`src/rtl/fetch_pkg.sv`:
```
// Shared constants for the fetch front end: data width, PC increment and
// the default architectural reset PC.
package fetch_pkg;

  localparam int XLEN = 32;
  localparam logic [XLEN-1:0] PC_STEP = 32'd4;
  localparam logic [XLEN-1:0] RESET_PC_DEFAULT = 32'h4000_0000;

endpackage : fetch_pkg

```
`src/rtl/fetch_fifo.sv`:
```
// Small synchronous FIFO with push, pop, flush, an occupancy count and a
// registered head. DEPTH must be a power of two so the pointers wrap
// naturally. A pop on an empty FIFO is ignored. A push into a full FIFO is
// ignored unless a pop happens in the same cycle. A flush empties the FIFO
// and wins over a push in the same cycle.
module fetch_fifo #(
  parameter int WIDTH = 32,
  parameter int DEPTH = 2
) (
  input  logic                     clk,
  input  logic                     rst,
  input  logic                     push,
  input  logic [WIDTH-1:0]         push_data,
  input  logic                     pop,
  input  logic                     flush,
  output logic [$clog2(DEPTH):0]   count,
  output logic [WIDTH-1:0]         head
);

  localparam int PW = $clog2(DEPTH);
  localparam logic [PW:0] FULL = (PW+1)'(DEPTH);

  logic [WIDTH-1:0] mem [DEPTH];
  logic [PW-1:0]    rd_ptr;
  logic [PW-1:0]    wr_ptr;
  logic             do_push;
  logic             do_pop;

  assign do_pop  = pop && (count != '0);
  assign do_push = push && ((count != FULL) || do_pop);
  assign head    = mem[rd_ptr];

  // Storage write; the array carries no reset since count guards validity.
  always_ff @(posedge clk) begin
    if (!rst && !flush && do_push) begin
      mem[wr_ptr] <= push_data;
    end
  end

  // Pointer and occupancy bookkeeping.
  always_ff @(posedge clk) begin
    if (rst || flush) begin
      rd_ptr <= '0;
      wr_ptr <= '0;
      count  <= '0;
    end else begin
      if (do_push) wr_ptr <= wr_ptr + PW'(1);
      if (do_pop)  rd_ptr <= rd_ptr + PW'(1);
      case ({do_push, do_pop})
        2'b10:   count <= count + (PW+1)'(1);
        2'b01:   count <= count - (PW+1)'(1);
        default: count <= count;
      endcase
    end
  end

endmodule : fetch_fifo

```
`src/rtl/fetch_issue.sv`:
```
// Fetch issue stage. It owns the fetch PC and issues in-order instruction
// memory reads. It pairs each response with its PC and buffers {pc, inst}
// toward decode. On a redirect it flushes the buffer and drops responses
// to requests issued before the redirect.
//
// Handshakes: a transfer happens on a rising clock edge where valid and
// ready are both high. For the request and output channels, valid does not
// depend on the ready of the same channel. Responses have no ready: the
// block always accepts them.
module fetch_issue
  import fetch_pkg::*;
#(
  parameter logic [XLEN-1:0] RESET_PC = RESET_PC_DEFAULT,
  parameter int              DEPTH    = 2
) (
  input  logic                   clk,
  input  logic                   rst,
  input  logic                   redirect_valid,
  input  logic [XLEN-1:0]        redirect_pc,
  output logic                   imem_req_valid,
  input  logic                   imem_req_ready,
  output logic [XLEN-1:0]        imem_req_addr,
  input  logic                   imem_resp_valid,
  input  logic [XLEN-1:0]        imem_resp_data,
  output logic                   out_valid,
  input  logic                   out_ready,
  output logic [XLEN-1:0]        out_pc,
  output logic [XLEN-1:0]        out_inst,
  output logic [$clog2(DEPTH):0] in_flight
);

  localparam int CW = $clog2(DEPTH) + 1;
  localparam logic [CW:0]   CREDIT_LIMIT = (CW+1)'(DEPTH);
  localparam logic [CW-1:0] ONE          = CW'(1);

  logic [XLEN-1:0]   pc;
  logic [CW-1:0]     drop_cnt;
  logic [CW-1:0]     buf_count;
  logic [CW-1:0]     in_flight_after_resp;
  logic [CW:0]       credit_used;
  logic [XLEN-1:0]   pcq_head;
  logic [2*XLEN-1:0] buf_head;
  logic              issue;
  logic              resp_pop;
  logic              drop;
  logic              buf_push;
  logic              buf_pop;

  // Credits: buffered entries plus outstanding requests never exceed DEPTH.
  // Space for every response is therefore reserved before its request goes out.
  assign credit_used    = {1'b0, buf_count} + {1'b0, in_flight};
  assign imem_req_valid = !rst && !redirect_valid && (credit_used < CREDIT_LIMIT);
  assign imem_req_addr  = pc;
  assign issue          = imem_req_valid && imem_req_ready;

  // A response belongs to a stale stream while drop_cnt is nonzero. It is
  // also stale if a redirect arrives in the same cycle.
  assign resp_pop = imem_resp_valid && (in_flight != '0);
  assign drop     = (drop_cnt != '0) || redirect_valid;
  assign buf_push = resp_pop && !drop;
  assign buf_pop  = out_valid && out_ready;

  // No request is issued in a redirect cycle, so the requests still
  // outstanding after the cycle are the current ones minus any response
  // that arrives now.
  assign in_flight_after_resp = resp_pop ? (in_flight - ONE) : in_flight;

  assign out_valid = (buf_count != '0);
  assign out_pc    = buf_head[2*XLEN-1:XLEN];
  assign out_inst  = buf_head[XLEN-1:0];

  fetch_fifo #(
    .WIDTH (XLEN),
    .DEPTH (DEPTH)
  ) u_pc_queue (
    .clk       (clk),
    .rst       (rst),
    .push      (issue),
    .push_data (pc),
    .pop       (resp_pop),
    .flush     (1'b0),
    .count     (in_flight),
    .head      (pcq_head)
  );

  fetch_fifo #(
    .WIDTH (2*XLEN),
    .DEPTH (DEPTH)
  ) u_out_buf (
    .clk       (clk),
    .rst       (rst),
    .push      (buf_push),
    .push_data ({pcq_head, imem_resp_data}),
    .pop       (buf_pop),
    .flush     (redirect_valid),
    .count     (buf_count),
    .head      (buf_head)
  );

  // Fetch PC: reset, then redirect target, then sequential advance on issue.
  always_ff @(posedge clk) begin
    if (rst) begin
      pc <= RESET_PC;
    end else if (redirect_valid) begin
      pc <= redirect_pc;
    end else if (issue) begin
      pc <= pc + PC_STEP;
    end
  end

  // Drop counter: a redirect marks every request still outstanding as stale.
  // Each response that arrives while the counter is nonzero consumes one.
  always_ff @(posedge clk) begin
    if (rst) begin
      drop_cnt <= '0;
    end else if (redirect_valid) begin
      drop_cnt <= in_flight_after_resp;
    end else if (resp_pop && (drop_cnt != '0)) begin
      drop_cnt <= drop_cnt - ONE;
    end
  end

  a_resp_tracked : assert property (@(posedge clk) disable iff (rst)
    imem_resp_valid |-> (in_flight != '0))
    else $error("fetch_issue: response with no request outstanding");

  a_redirect_aligned : assert property (@(posedge clk) disable iff (rst)
    redirect_valid |-> (redirect_pc[1:0] == 2'b00))
    else $error("fetch_issue: redirect target not word aligned");

endmodule : fetch_issue

```
`config.mk`:
```
export PLATFORM = sky130hd
export DESIGN_NAME = fetch_issue
export DESIGN_NICKNAME = d
export VERILOG_FILES = /design/src/rtl/fetch_pkg.sv /design/src/rtl/fetch_fifo.sv /design/src/rtl/fetch_issue.sv
export SDC_FILE = /design/constraint.sdc
export NUM_CORES = 1
export LEC_CHECK = 0
export ABC_AREA = 1
export BUFFER_PORTS_ARGS = -buffer_cell sky130_fd_sc_hd__buf_2
export CAP_MARGIN = 0
export CORE_MARGIN = 2
export CORE_UTILIZATION = 25
export DETAILED_ROUTE_END_ITERATION = 10
export PLACE_DENSITY = 0.39
export SYNTH_ARGS = -nofsm -noshare
export SYNTH_HDL_FRONTEND = slang
export SYNTH_SLANG_ARGS = --single-unit
```
`constraint.sdc`:
```
create_clock -name clk -period 4.9 [get_ports clk]
set_input_delay 0.49 -clock clk [delete_from_list [all_inputs] [get_ports clk]]
set_output_delay 0.49 -clock clk [all_outputs]
set_load 0.05 [all_outputs]
```
==> flow_metrics.py, run 1 <==
metrics = {
    "setup_path": {
        "path_buf_inv": 3,
        "cp.arrival_ps": 3450,
        "reg2regPathDepth": 8,
        "max_stage_delay_ps": 900,
        "cp-start-kind": "flop",
        "crit_family": "simple AND/OR/NAND/NOR gates",
        "cp_slowest_cell": "nor2_4",
        "cp.required_ps": 5050,
        "crit_type": "flop to flop",
        "crit_cells": 8,
        "critical_path.max_fanout": 32,
        "worstPathCellList": "nand2_1 > inv_1 > fa_1 > inv_1 > nand4_4 > inv_2 > nand2_1 > nor2_4",
        "end_kind": "flop",
    },
    "floorplan": {
        "io-pin-count": 170,
        "die_area_um2": 41000,
        "initial_core_util_pct": 25.4,
        "design.core.area_um2": 38700,
        "std_cell_rows": 72,
        "fp.dieH_um": 202,
        "die_w_um": 202,
    },
    "grt": {
        "grt_usage_pct": 12.1,
        "grt_max_degree": 65,
        "grt_pass1_vias": 6087,
        "antenna_found_initial": 0,
        "grt_pass1_wl_um": 37700,
        "grt_overflow": 0,
    },
    "cts": {
        "post_cts_buffers": 0,
        "cts.sinks": 236,
        "clockBufferDepth": 3,
        "cts_root_buf": "clkbuf_16",
        "clock_latency_ps": 540,
        "cts_tree": "yes",
        "cts-resized-gates": 0,
        "htree_levels": 1,
        "path_clk_slew_ps": 60,
        "cts_made_buffers": 28,
        "hold_buffers": 0,
    },
    "sta": {
        "rsz0062_at_grt": "false",
        "setup_tns_ps": 0,
        "setup_viol": 0,
        "timing.slew.headroom_pct": 27.7,
        "hold_ws_ps": 131,
        "fmax_ghz": 0.303,
        "worst_pin_slew_ps": 1080,
        "finalHoldViolations": 0,
        "slew_violations": 0,
        "period_share_pct": 67.3,
        "skew_ps": 11.8,
        "fin_crit_ps": 3300,
    },
    "drt": {
        "wl_met1_um": 12000,
        "top_layer_used": "met4",
        "avgViaCountPerCell": 4.15,
        "remaining_drc_errors": 0,
        "vias": 6164,
        "drt-total-wl_um": 25200,
        "met2_length_um": 11700,
        "first_pass_iters": 4,
        "ant_nets": 0,
        "first_iter_violations": 316,
        "wl_met3_um": 1060,
        "wire_per_inst_um": 17.0,
    },
    "yosys": {
        "synth_flop_cell": "edfxtp_1",
        "synth.distinct_cells": 35,
        "syn_inst": 770,
        "syn_avg_cell_area_um2": 12.8,
        "ys_seq_area_share_pct": 67.6,
        "synth_area_um2": 9840,
        "synth_warnings": 0,
        "async_flop_share_pct": 0,
        "synth_edf_count": 192,
        "synth_fp_nets": 847,
        "ys_seq_elements": 236,
    },
    "pwr": {
        "ir_drop_uv": 225,
        "leakagePower_nw": 4.43,
        "powerDensity_nw_per_um2": 398,
    },
    "job": {
        "drv_cap": 0,
    },
    "finish": {
        "fin_util_pct": 31.2,
        "drive_gt1_share_pct": 34.9,
        "diodes": 0,
        "final_cell_mix": "edfxtp_1, buf_2, nand2_1",
        "area_delta_synth_final_pct": 23.0,
        "final_common_cell": "edfxtp_1",
        "nets": 1026,
    },
    "run_status": {
        "status": "finished clean",
    },
    "place": {
        "place_congestion": 0.759,
        "dp_hpwl_um": 16800,
        "port_buffers": 169,
    },
    "min_path": {
        "hold_class": "primary input to flop",
        "hold_depth": 1,
    },
}
-- metal layers --
layer | GRT usage, % | vias to the layer above
met3 | 2.10 | 31
met4 | 2.82 | 0
met2 | 19.8 | 148
met1 | 16.7 | 2950
li1 | - | 3035
met5 | 0 | -
-- report_power, final --
part,internal (W),total (W),switching [W]
sequential,0.00228,0.00236,0.0000808
clock,0.00111,0.00190,0.000793
combinational,0.000189,0.000552,0.000363
total,0.00358,0.00481,0.00124
-- cell type report --
cell class	count	area, um2
Multi-Input combinational cell	445	2840
Fill cell	4033	26600
Sequential cell	236	6650
Clock buffer	37	744
Tap cell	518	648
Timing Repair Buffer	172	881
Clock inverter	11	88.8
Inverter	66	248
-- through the flow --
| stage | setup slack (ps) | instances | area, um2 | total power (W) |
|---|---|---|---|---|
| 6_report | 1600 | 1485 | 12100 | 0.00481 |
| 5_1_grt | 1300 | 1485 | 12100 | 0.00502 |
| 4_1_cts | 1530 | 1485 | 12100 | 0.00490 |
| 3_5_place_dp | 1380 | 1437 | 11300 | 0.00297 |
| 3_3_place_gp | 1460 | 1437 | 11300 | 0.00297 |
| 2_1_floorplan | 236 | 770 | 9840 | 0.00278 |
-- final timing paths --
check	end	slack (ps)	startpoint
worst max-delay path	u_pc_queue.mem[1][16]$_DFFE_PP_	1600	u_out_buf.count[0]$_SDFFE_PP0P_
worst min-delay path	u_out_buf.mem[0][17]$_DFFE_PP_	130	imem_resp_data[17]
worst max register to register	u_pc_queue.mem[1][16]$_DFFE_PP_	1600	u_out_buf.count[0]$_SDFFE_PP0P_
worst min register to register	flop	440	u_out_buf.rd_ptr$_SDFFE_PP0P_
-- logic make-up (layout without fill, tap and decap cells) --
kind of cell,count (synthesis),in the layout,share of synthesized area [%]
AND/OR/NAND/NOR,257,257,11.5
flip-flops,236,236,67.6
AO/OA/AOI/OAI,74,74,4.13
adder cells (fa/ha/maj),7,7,0.967
XOR/XNOR,11,11,0.979
buffers and inverters,89,286,3.88
multiplexers,96,96,11.0
-- worst reg2reg max path, cell delays in order, from the launching register on --
cell	delay (ps)
dfxtp_1	390
nand2_1	70
inv_1	70
fa_1	410
inv_1	120
nand4_4	140
inv_2	460
nand2_1	340
nor2_4	900
-- sequential cells by signal, indices dropped and copies added (netlist names), named ones only --
| name | cells |
|---|---|
| drop_cnt | 2 |
| imem_req_addr | 32 |
| u_out_buf.count | 2 |
| u_out_buf.mem | 128 |
| u_out_buf.rd_ptr | 1 |
| u_out_buf.wr_ptr | 1 |
| u_pc_queue.count | 2 |
| u_pc_queue.mem | 64 |
| u_pc_queue.rd_ptr | 1 |
| u_pc_queue.wr_ptr | 1 |
-- Yosys cell counts, types with 2 or more instances --
library cell	number	area share [%]
nand3b_1	2	0.15
a21oi_1	26	1.3
nand2_2	5	0.32
nor2_4	6	0.69
nand2_1	155	5.9
mux2_2	94	11
clkbuf_1	6	0.23
a31oi_1	11	0.70
nor2_1	48	1.8
inv_2	5	0.19
xor2_1	9	0.80
buf_2	11	0.56
xnor2_1	2	0.18
nand2_4	3	0.34
o21ai_1	2	0.10
mux2_1	2	0.23
o21bai_1	2	0.15
buf_6	4	0.46
nor2_2	6	0.38
or2_2	4	0.25
nand4_1	2	0.13
dfxtp_1	44	9.0
edfxtp_1	192	59
ha_1	6	0.76
o211ai_1	3	0.23
o21ai_0	27	1.4
nand3_1	25	1.3
inv_1	61	2.3
Note: power is estimated with default switching activity, not from simulation.
==> run 2, diff against run 1 <==
PLACE_DENSITY = 0.4   (was 0.39)
clock period = 2.95 ns   (was 4.9 ns; I/O delays follow)
==> run 2 against run 1 <==
- wire length grew 2.5%
- via count increased by 3.6%
- utilization rose by 1.4 points
- worst hold slack got worse by 95 ps
- die area stayed put
- final cell count rose by 3.4%
- global-route usage increased by 0.29 points
- critical path type is now flop to output pin
- critical endpoint is now out_pc[31]
- largest power group unchanged
- highest routed layer unchanged
==> flow_metrics.py, run 2 (synthesized netlist as in run 1, its figures left out) <==
metrics = {
    "sta": {
        "finalHoldViolations": 0,
        "timing.slew.headroom_pct": 63.9,
        "rsz0062_at_grt": "false",
        "fin_crit_ps": 2470,
        "setup_viol": 0,
        "finalWorstSetupSlack_ps": 481,
        "skew_ps": 19.1,
        "setup_tns_ps": 0,
        "period_share_pct": 83.7,
        "hold_ws_ps": 36.7,
        "slew_violations": 0,
        "worst_pin_slew_ps": 541,
        "fmax_ghz": 0.405,
    },
    "place": {
        "place_congestion": 0.791,
        "dp_hpwl_um": 17400,
        "place_ws_ps": 662,
        "port_buffers": 169,
    },
    "grt": {
        "grt_pass1_vias": 6353,
        "antenna_found_initial": 0,
        "grt_usage_pct": 12.4,
        "grt_overflow": 0,
        "grt_pass1_wl_um": 38600,
        "grt_max_degree": 65,
    },
    "cts": {
        "path_clk_slew_ps": 60,
        "cts_root_buf": "clkbuf_16",
        "clockBufferDepth": 3,
        "clock_latency_ps": 550,
        "cts.sinks": 236,
        "cts_tree": "yes",
        "cts_made_buffers": 28,
        "htree_levels": 1,
        "cts-resized-gates": 0,
    },
    "pwr": {
        "leakagePower_nw": 4.69,
        "ir_drop_uv": 310,
        "powerDensity_nw_per_um2": 655,
        "pwr-share-comb_pct": 12.1,
        "p_switching_w": 0.00210,
        "p_total_w": 0.00829,
        "pwr-share-clk_pct": 40.9,
        "internal-power_w": 0.00620,
        "switching_share_pct": 25.3,
        "seqPwrFrac_pct": 47.0,
    },
    "drt": {
        "drt-total-wl_um": 25800,
        "vias": 6383,
        "ant_nets": 0,
        "first_pass_iters": 4,
        "remaining_drc_errors": 0,
        "avgViaCountPerCell": 4.16,
        "first_iter_violations": 341,
        "wire_per_inst_um": 16.8,
    },
    "setup_path": {
        "crit_type": "flop to output pin",
        "worstPathCellList": "buf_12 > mux2_2 > buf_2",
        "reg2regPathDepth": 9,
        "reg2reg_from": "u_pc_queue.count[0]$_SDFFE_PP0P_",
        "cp_slowest_cell": "dfxtp_4",
        "cp-start-kind": "flop",
        "max_stage_delay_ps": 690,
        "timing.rr.end": "u_out_buf.mem[0][7]$_DFFE_PP_",
        "critical_path.max_fanout": 34,
        "r2r_slack_ps": 640,
        "end_kind": "output pin",
        "cp.required_ps": 2650,
        "cp.arrival_ps": 2170,
    },
    "finish": {
        "final_common_cell": "edfxtp_1",
        "largest_reg_flops": 128,
        "fin_util_pct": 32.7,
        "regMostFlops": "u_out_buf.mem",
        "drive_gt1_share_pct": 35.1,
        "area_delta_synth_final_pct": 28.7,
        "nets": 1074,
        "final_cell_mix": "edfxtp_1, buf_2, nand2_1",
        "diodes": 0,
    },
    "floorplan": {
        "fp.dieH_um": 202,
        "io-pin-count": 170,
        "die_area_um2": 41000,
        "std_cell_rows": 72,
        "die_w_um": 202,
        "initial_core_util_pct": 25.4,
        "design.core.area_um2": 38700,
    },
    "min_path": {
        "min_to": "imem_req_addr[4]$_SDFFE_PP0P_",
        "hold_class": "primary input to flop",
        "hold_depth": 3,
        "min_from": "redirect_pc[4]",
    },
    "run_status": {
        "status": "finished clean",
    },
    "job": {
        "drv_cap": 0,
    },
}
## run 2: cell count changes in the layout (fill, tap and decap cells not counted), sizes merged
cell,change
dlygate4sd3,+36
clkbuf,-4
bufinv,+2
clkinv,+3
buf,+12
clkinvlp,+1
inv,+1
## run 2: per-layer routing
layer  vias up  global-route usage [%]  wire (um)
li1       3137                       -          -
met1      3066                    16.4      11900
met2       152                    20.8      12300
met3        28                    2.39       1250
met4         0                    3.36        446
met5         -                       0          0
## run 2: worst max-delay path: cells and delay by family, from the launching register on
kind	cells	cell delay [ps]
DFF	1	690
buffers and inverters	2	500
muxes	1	370
## run 2: worst max-delay path by stage
| stage | slack, ps | start | end | depth (start not counted) |
|---|---|---|---|---|
| floorplan | -340 | u_pc_queue.count[0]$_SDFFE_PP0P_ | u_pc_queue.mem[0][0]$_DFFE_PP_ | 9 |
| global placement | 690 | u_out_buf.count[0]$_SDFFE_PP0P_ | u_pc_queue.mem[0][31]$_DFFE_PP_ | 9 |
| detailed placement | 660 | u_pc_queue.count[0]$_SDFFE_PP0P_ | u_out_buf.mem[0][0]$_DFFE_PP_ | 9 |
| CTS | 370 | flop | out_pc[31] | 3 |
| global route | 350 | flop | out_pc[0] | 3 |
| finish | 480 | flop | out_pc[31] | 3 |
## run 2: area by class of cell
type,instances,area (um2)
clock buffer,33,741
clock inverter,18,168
fill,3928,26100
inverter,66,248
multi-input combinational,445,2840
sequential,236,6660
tap,518,648
timing repair buffer,220,1360
## run 2: repair_timing
| item | in CTS | in global routing |
|---|---|---|
| setup buffers | 0 | 0 |
| hold buffers | 36 | 0 |
| hold endpoints to repair | 68 | 0 |
## run 2: power groups by stage
| stage | sequential, W | combinational, W | clock (W) |
|---|---|---|---|
| 2_1_floorplan | 0.00406 | 0.000568 | 0 |
| 5_1_grt | 0.00391 | 0.00110 | 0.00365 |
| 3_5_place_dp | 0.00397 | 0.000983 | 0 |
| 4_1_cts | 0.00390 | 0.00103 | 0.00353 |
| 3_3_place_gp | 0.00397 | 0.000987 | 0 |
| 6_report | 0.00390 | 0.00100 | 0.00339 |
## run 2: through the flow
stage / area, um2 / cells
floorplan: 9860 / 770
global placement: 11400 / 1449
detailed placement: 11400 / 1449
CTS: 12700 / 1536
global route: 12700 / 1536
finish: 12700 / 1536
